## config.mk

```make
export PLATFORM = sky130hd
export DESIGN_NAME = set_host
export DESIGN_NICKNAME = d
export VERILOG_FILES = /design/src/rtl/set_host_pkg.sv /design/src/rtl/set_host_fifo.sv /design/src/rtl/set_host.sv
export SDC_FILE = /design/constraint.sdc
export NUM_CORES = 1
export LEC_CHECK = 0
export ABC_AREA = 1
export BUFFER_PORTS_ARGS = -buffer_cell sky130_fd_sc_hd__buf_4
export CAP_MARGIN = 15
export CORE_ASPECT_RATIO = 1.1
export CORE_UTILIZATION = 43
export DETAILED_ROUTE_END_ITERATION = 7
export PLACE_DENSITY = 0.69
export SLEW_MARGIN = 15
export SYNTH_ARGS = -nofsm -noshare
export SYNTH_HDL_FRONTEND = slang
export SYNTH_SLANG_ARGS = --single-unit
```

## constraint.sdc

```tcl
create_clock -name clk -period 8.25 [get_ports clk]
set_clock_uncertainty 0.1 [all_clocks]
set_input_delay 1.65 -clock clk [delete_from_list [all_inputs] [get_ports clk]]
set_output_delay 1.65 -clock clk [all_outputs]
set_load 0.1 [all_outputs]
```

## src/rtl/set_host_pkg.sv

```systemverilog
// Shared types for the set_host initiator: FSM state encoding, queued job record
// and job mode codes understood by the circle-set counting engine.
package set_host_pkg;

    typedef enum logic [1:0] {
        S_IDLE,
        S_ISSUE,
        S_WAIT,
        S_RESULT
    } state_t;

    typedef struct packed {
        logic [23:0] central;
        logic [11:0] radius;
        logic [1:0]  mode;
    } job_t;

    localparam logic [1:0] MODE_A   = 2'd0;
    localparam logic [1:0] MODE_AND = 2'd1;
    localparam logic [1:0] MODE_XOR = 2'd2;
    localparam logic [1:0] MODE_BAD = 2'd3;

endpackage

```

## src/rtl/set_host_fifo.sv

```systemverilog
// Synchronous job queue for set_host; registered head, no write-to-read bypass.
// DEPTH must be a power of two so the pointers wrap by natural overflow.
module set_host_fifo
    import set_host_pkg::*;
#(
    parameter int DEPTH = 4
) (
    input  logic clk,
    input  logic rst,
    input  logic push,
    input  logic pop,
    input  job_t wdata,
    output job_t rdata,
    output logic full,
    output logic empty
);

    localparam int PW = $clog2(DEPTH);

    job_t          mem [DEPTH];
    logic [PW-1:0] wptr;
    logic [PW-1:0] rptr;
    logic [PW:0]   count;
    logic          do_push;
    logic          do_pop;

    assign do_push = push && !full;
    assign do_pop  = pop && !empty;
    assign full    = (count == (PW+1)'(DEPTH));
    assign empty   = (count == '0);
    assign rdata   = mem[rptr];

    always_ff @(posedge clk) begin
        if (do_push) begin
            mem[wptr] <= wdata;
        end
    end

    // A simultaneous push and pop leaves the occupancy unchanged.
    always_ff @(posedge clk) begin
        if (rst) begin
            wptr  <= '0;
            rptr  <= '0;
            count <= '0;
        end else begin
            if (do_push) begin
                wptr <= wptr + 1'b1;
            end
            if (do_pop) begin
                rptr <= rptr + 1'b1;
            end
            case ({do_push, do_pop})
                2'b10:   count <= count + 1'b1;
                2'b01:   count <= count - 1'b1;
                default: count <= count;
            endcase
        end
    end

endmodule

```

## src/rtl/set_host.sv

```systemverilog
// Initiator-side controller: queues jobs, starts the engine one job at a time and
// hands each result downstream. Define SET_HOST_TIMEOUT_EN to add the S_WAIT watchdog.
module set_host
    import set_host_pkg::*;
#(
    parameter int FIFO_DEPTH     = 4,
    parameter int TIMEOUT_CYCLES = 1023
) (
    input  logic        clk,
    input  logic        rst,
    input  logic        job_valid,
    output logic        job_ready,
    input  logic [23:0] job_central,
    input  logic [11:0] job_radius,
    input  logic [1:0]  job_mode,
    output logic        res_valid,
    input  logic        res_ready,
    output logic [7:0]  res_candidate,
    output logic        res_error,
    output logic        eng_en,
    output logic [23:0] eng_central,
    output logic [11:0] eng_radius,
    output logic [1:0]  eng_mode,
    input  logic        eng_busy,
    input  logic        eng_valid,
    input  logic [7:0]  eng_candidate,
    output logic        host_idle
);

    if (FIFO_DEPTH < 2 || (FIFO_DEPTH & (FIFO_DEPTH - 1)) != 0) begin : g_bad_depth
        $error("set_host: FIFO_DEPTH must be a power of two and at least 2");
    end
    if (TIMEOUT_CYCLES < 1) begin : g_bad_timeout
        $error("set_host: TIMEOUT_CYCLES must be at least 1");
    end

    state_t state;
    state_t state_next;
    job_t   in_job;
    job_t   head;
    logic   fifo_full;
    logic   fifo_empty;
    logic   pop;
    logic   timed_out;
    logic   unused_busy;

    assign in_job      = '{central: job_central, radius: job_radius, mode: job_mode};
    assign unused_busy = eng_busy;

    set_host_fifo #(
        .DEPTH (FIFO_DEPTH)
    ) u_fifo (
        .clk   (clk),
        .rst   (rst),
        .push  (job_valid),
        .pop   (pop),
        .wdata (in_job),
        .rdata (head),
        .full  (fifo_full),
        .empty (fifo_empty)
    );

`ifdef SET_HOST_TIMEOUT_EN
    localparam int WAIT_W = $clog2(TIMEOUT_CYCLES + 1);

    logic [WAIT_W-1:0] wait_count;

    // Cleared while issuing so it counts S_WAIT cycles from zero.
    always_ff @(posedge clk) begin
        if (rst || state == S_ISSUE) begin
            wait_count <= '0;
        end else if (state == S_WAIT) begin
            wait_count <= wait_count + 1'b1;
        end
    end

    assign timed_out = (state == S_WAIT) && (wait_count == WAIT_W'(TIMEOUT_CYCLES - 1));
`else
    assign timed_out = 1'b0;
`endif

    always_ff @(posedge clk) begin
        if (rst) begin
            state <= S_IDLE;
        end else begin
            state <= state_next;
        end
    end

    always_comb begin
        state_next = state;
        case (state)
            S_IDLE: begin
                if (!fifo_empty) begin
                    state_next = (head.mode == MODE_BAD) ? S_RESULT : S_ISSUE;
                end
            end
            S_ISSUE:  state_next = S_WAIT;
            S_WAIT: begin
                if (eng_valid || timed_out) begin
                    state_next = S_RESULT;
                end
            end
            S_RESULT: begin
                if (res_ready) begin
                    state_next = S_IDLE;
                end
            end
            default:  state_next = S_IDLE;
        endcase
    end

    always_comb begin
        pop       = (state == S_IDLE) && !fifo_empty;
        eng_en    = (state == S_ISSUE);
        res_valid = (state == S_RESULT);
        host_idle = (state == S_IDLE) && fifo_empty;
        job_ready = !fifo_full;
    end

    // Engine fields move only on the pop; result registers load on completion.
    always_ff @(posedge clk) begin
        if (rst) begin
            eng_central   <= '0;
            eng_radius    <= '0;
            eng_mode      <= '0;
            res_candidate <= '0;
            res_error     <= 1'b0;
        end else begin
            case (state)
                S_IDLE: begin
                    if (!fifo_empty) begin
                        eng_central <= head.central;
                        eng_radius  <= head.radius;
                        eng_mode    <= head.mode;
                        if (head.mode == MODE_BAD) begin
                            res_candidate <= '0;
                            res_error     <= 1'b1;
                        end
                    end
                end
                S_WAIT: begin
                    if (eng_valid) begin
                        res_candidate <= eng_candidate;
                        res_error     <= 1'b0;
                    end else if (timed_out) begin
                        res_candidate <= '0;
                        res_error     <= 1'b1;
                    end
                end
                default: begin
                end
            endcase
        end
    end

endmodule

```

==> impl_metrics.env <==
export IMPL_status="finished, final reports clean"
export IMPL_die_x_um=132.0
export IMPL_core_area_mm2=0.01793
export IMPL_final_cell_mix="152 x nor2_1, 152 x edfxtp_1, 116 x o21ai_0"
export IMPL_hold_ws_ns=0.3619
export IMPL_cts_root_buf="clkbuf_16"
export IMPL_post_cts_buffers=0
export IMPL_yosysSeqAreaShare_pct=71.66
export IMPL_finalCriticalPeriod_ns=3.488
export IMPL_cts_tree="done"
export IMPL_nets=851
export IMPL_final_area_mm2=0.009699
export IMPL_drtIter0Drc=350
export IMPL_grt_overflow_total=0
export IMPL_finalCritPeriodShare_pct=42.28
export IMPL_wire_per_inst_um=15.73
export IMPL_grt_start_max_net_pins=77
export IMPL_critical_path_max_stage_delay_ns=0.33
export IMPL_start_util_pct=44.56
export IMPL_crit_family="buffers and inverters"
export IMPL_worstPathCellList="inv_1 > ha_1 > inv_1 > nor2_1 > buf_4"
export IMPL_syn_area_mm2=0.007990
export IMPL_yosys_most_used_dff="edfxtp_1"
export IMPL_critical_path_buf_inv_count=3
export IMPL_cpMostUsedCell="inv_1"
export IMPL_clk_pin_slew_ns=0.06
export IMPL_relSlewSlack_pct=43.53
export IMPL_holdBufCountCts=0
export IMPL_grt_pass1_vias=5141
export IMPL_cap_violations=0
export IMPL_synth_area_top_cells="edfxtp_1 57%, dfxtp_1 15%, nor2_1 7.3%"
export IMPL_peakVddDrop_mv=0.2376
export IMPL_htreeDepth=1
export IMPL_dr_pass1_iters=4
export IMPL_insertion_delay_ns=0.49
export IMPL_place_area_mm2=0.008970
export IMPL_synth_warnings=0
export IMPL_cp_start_kind="flop"
export IMPL_yosys_area_top_type_share_pct=57.12
export IMPL_utilization_pct=54.09
export IMPL_worst_slew_pin_slew_ns=0.8458
export IMPL_ant_nets=0
export IMPL_cts_resized=0
export IMPL_num_io_pins=103
export IMPL_hold_viol=0
export IMPL_synth_cell_types=25
export IMPL_worstSetupPathType="flop to output port"
export IMPL_die_area_mm2=0.01913
export IMPL_hp_class="flop to flop"
export IMPL_cpMaxStageDelayCell="dfxtp_1"
export IMPL_io_buffers=101
export IMPL_setup_viol=0
export IMPL_viasPerCell=5.013
export IMPL_ys_ff_latch=210
export IMPL_layout_drive_gt1_share_pct=19.75
export IMPL_cp_required_ns=6.50
export IMPL_cp_max_fo=4
export IMPL_rows=51
export IMPL_drv_slew=0
export IMPL_grt_usage_pct=17.64
export IMPL_fp_dieH_um=145.0
export IMPL_cp_arrival_ns=1.74
export IMPL_cts_made_buffers=22
export IMPL_fin_tns_setup_ns=0
export IMPL_routed_wirelength_um=16410
export IMPL_fin_cells=1043
export IMPL_synth_top_area_cell="edfxtp_1"
export IMPL_leakagePower_nw=3.703
export IMPL_dp_cells=1003
export IMPL_place_gp_congestion=0.7641
export IMPL_avgSynthCellArea_um2=11.51
export IMPL_grt_setup_unrepaired="false"
export IMPL_max_freq_mhz=286.7
export IMPL_vias=5229
export IMPL_power_density_mw_per_mm2=381.5
export IMPL_cts_sinks=210
export IMPL_syn_to_final_growth_pct=21.39
export IMPL_synthArstFlopShare_pct=0
export IMPL_syn_nets=756
export IMPL_antenna_found_initial=0
export IMPL_clk_path_buf_depth=3
export IMPL_n_antenna_cell=0
export IMPL_drc=0
export IMPL_synth_edf_count=152
export IMPL_syn_inst=694
export IMPL_grt_pass1_wl_um=26540
export IMPL_dp_hpwl_um=8976
export IMPL_crit_path_end_kind="output port"
## state kept, by name, summed over array words and instances, names as in the netlist, named ones only
| signal | count |
|---|---|
| eng_central | 24 |
| u_fifo.rptr | 2 |
| eng_radius | 12 |
| u_fifo.mem | 152 |
| res_candidate | 8 |
| res_error | 1 |
| eng_mode | 2 |
| u_fifo.wptr | 2 |
| state | 2 |
| u_fifo.count | 3 |
## cell usage after synthesis (2+ instances only)
cell type / n
clkbuf_1: 16
nand3_1: 16
a31oi_1: 38
o21ai_0: 116
nand2_1: 40
nand2_2: 2
inv_1: 37
dfxtp_1: 58
ha_1: 9
nand3_2: 2
inv_2: 4
nand2_4: 2
nor2_1: 156
buf_2: 14
buf_1: 6
edfxtp_1: 152
a21oi_1: 18
## final timing paths
check              startpoint               end  slack [ns]  depth (start not counted)
max                  state[1]         host_idle        4.76                          5
min          res_candidate[4]  res_candidate[4]        0.36                          2
max reg2reg          state[1]    u_fifo.rptr[1]        5.78                          8
min reg2reg  res_candidate[4]  res_candidate[4]        0.36                          2
## area by class of cell
| class | count | area, um^2 |
|---|---|---|
| well taps | 238 | 297.8 |
| flip-flops and latches | 210 | 5728 |
| clock inverters | 8 | 90.09 |
| multi-input cells | 404 | 1964 |
| inverters | 41 | 153.9 |
| clock buffers | 32 | 639.4 |
| fillers | 1538 | 8232 |
| repair buffers | 110 | 825.8 |
## stage by stage
step           total power, mW  worst slack (ns)
2_1_floorplan            2.447             4.207
3_3_place_gp             2.736             4.650
3_5_place_dp             2.755             4.660
4_1_cts                  3.741             4.742
5_1_grt                  3.901             4.649
6_report                 3.701             4.762
## power by group
group	leakage (nW)	switching, mW	total, mW	internal, mW
registers	1.87	0.0671	1.37	1.30
logic	1.47	1.06	1.36	0.296
clock network	0.357	0.377	0.977	0.600
total	3.70	1.50	3.70	2.20
## tightest hold or removal path, stage by stage (launching register included)
cell and delay (ns):
dfxtp_1 0.31, nand2_1 0.06, a21oi_1 0.05
## logic make-up after synthesis
family                     Yosys count  share of synthesized area (%)
and+or+nand+nor                    221                          11.12
buffers and inverters               80                          4.134
adders and majority gates           10                          1.660
DFF                                210                          71.66
AOI/OAI and AO/OA                  173                          11.43
## metal layers
metal,track usage (%),up-vias,share of wire (%)
met3,2.760,25,4.9
met2,30.85,128,49
li1,-,2600,-
met4,5.814,0,2.2
met5,0,-,0
met1,22.24,2476,44
Note: power is estimated with default switching activity, not from simulation.
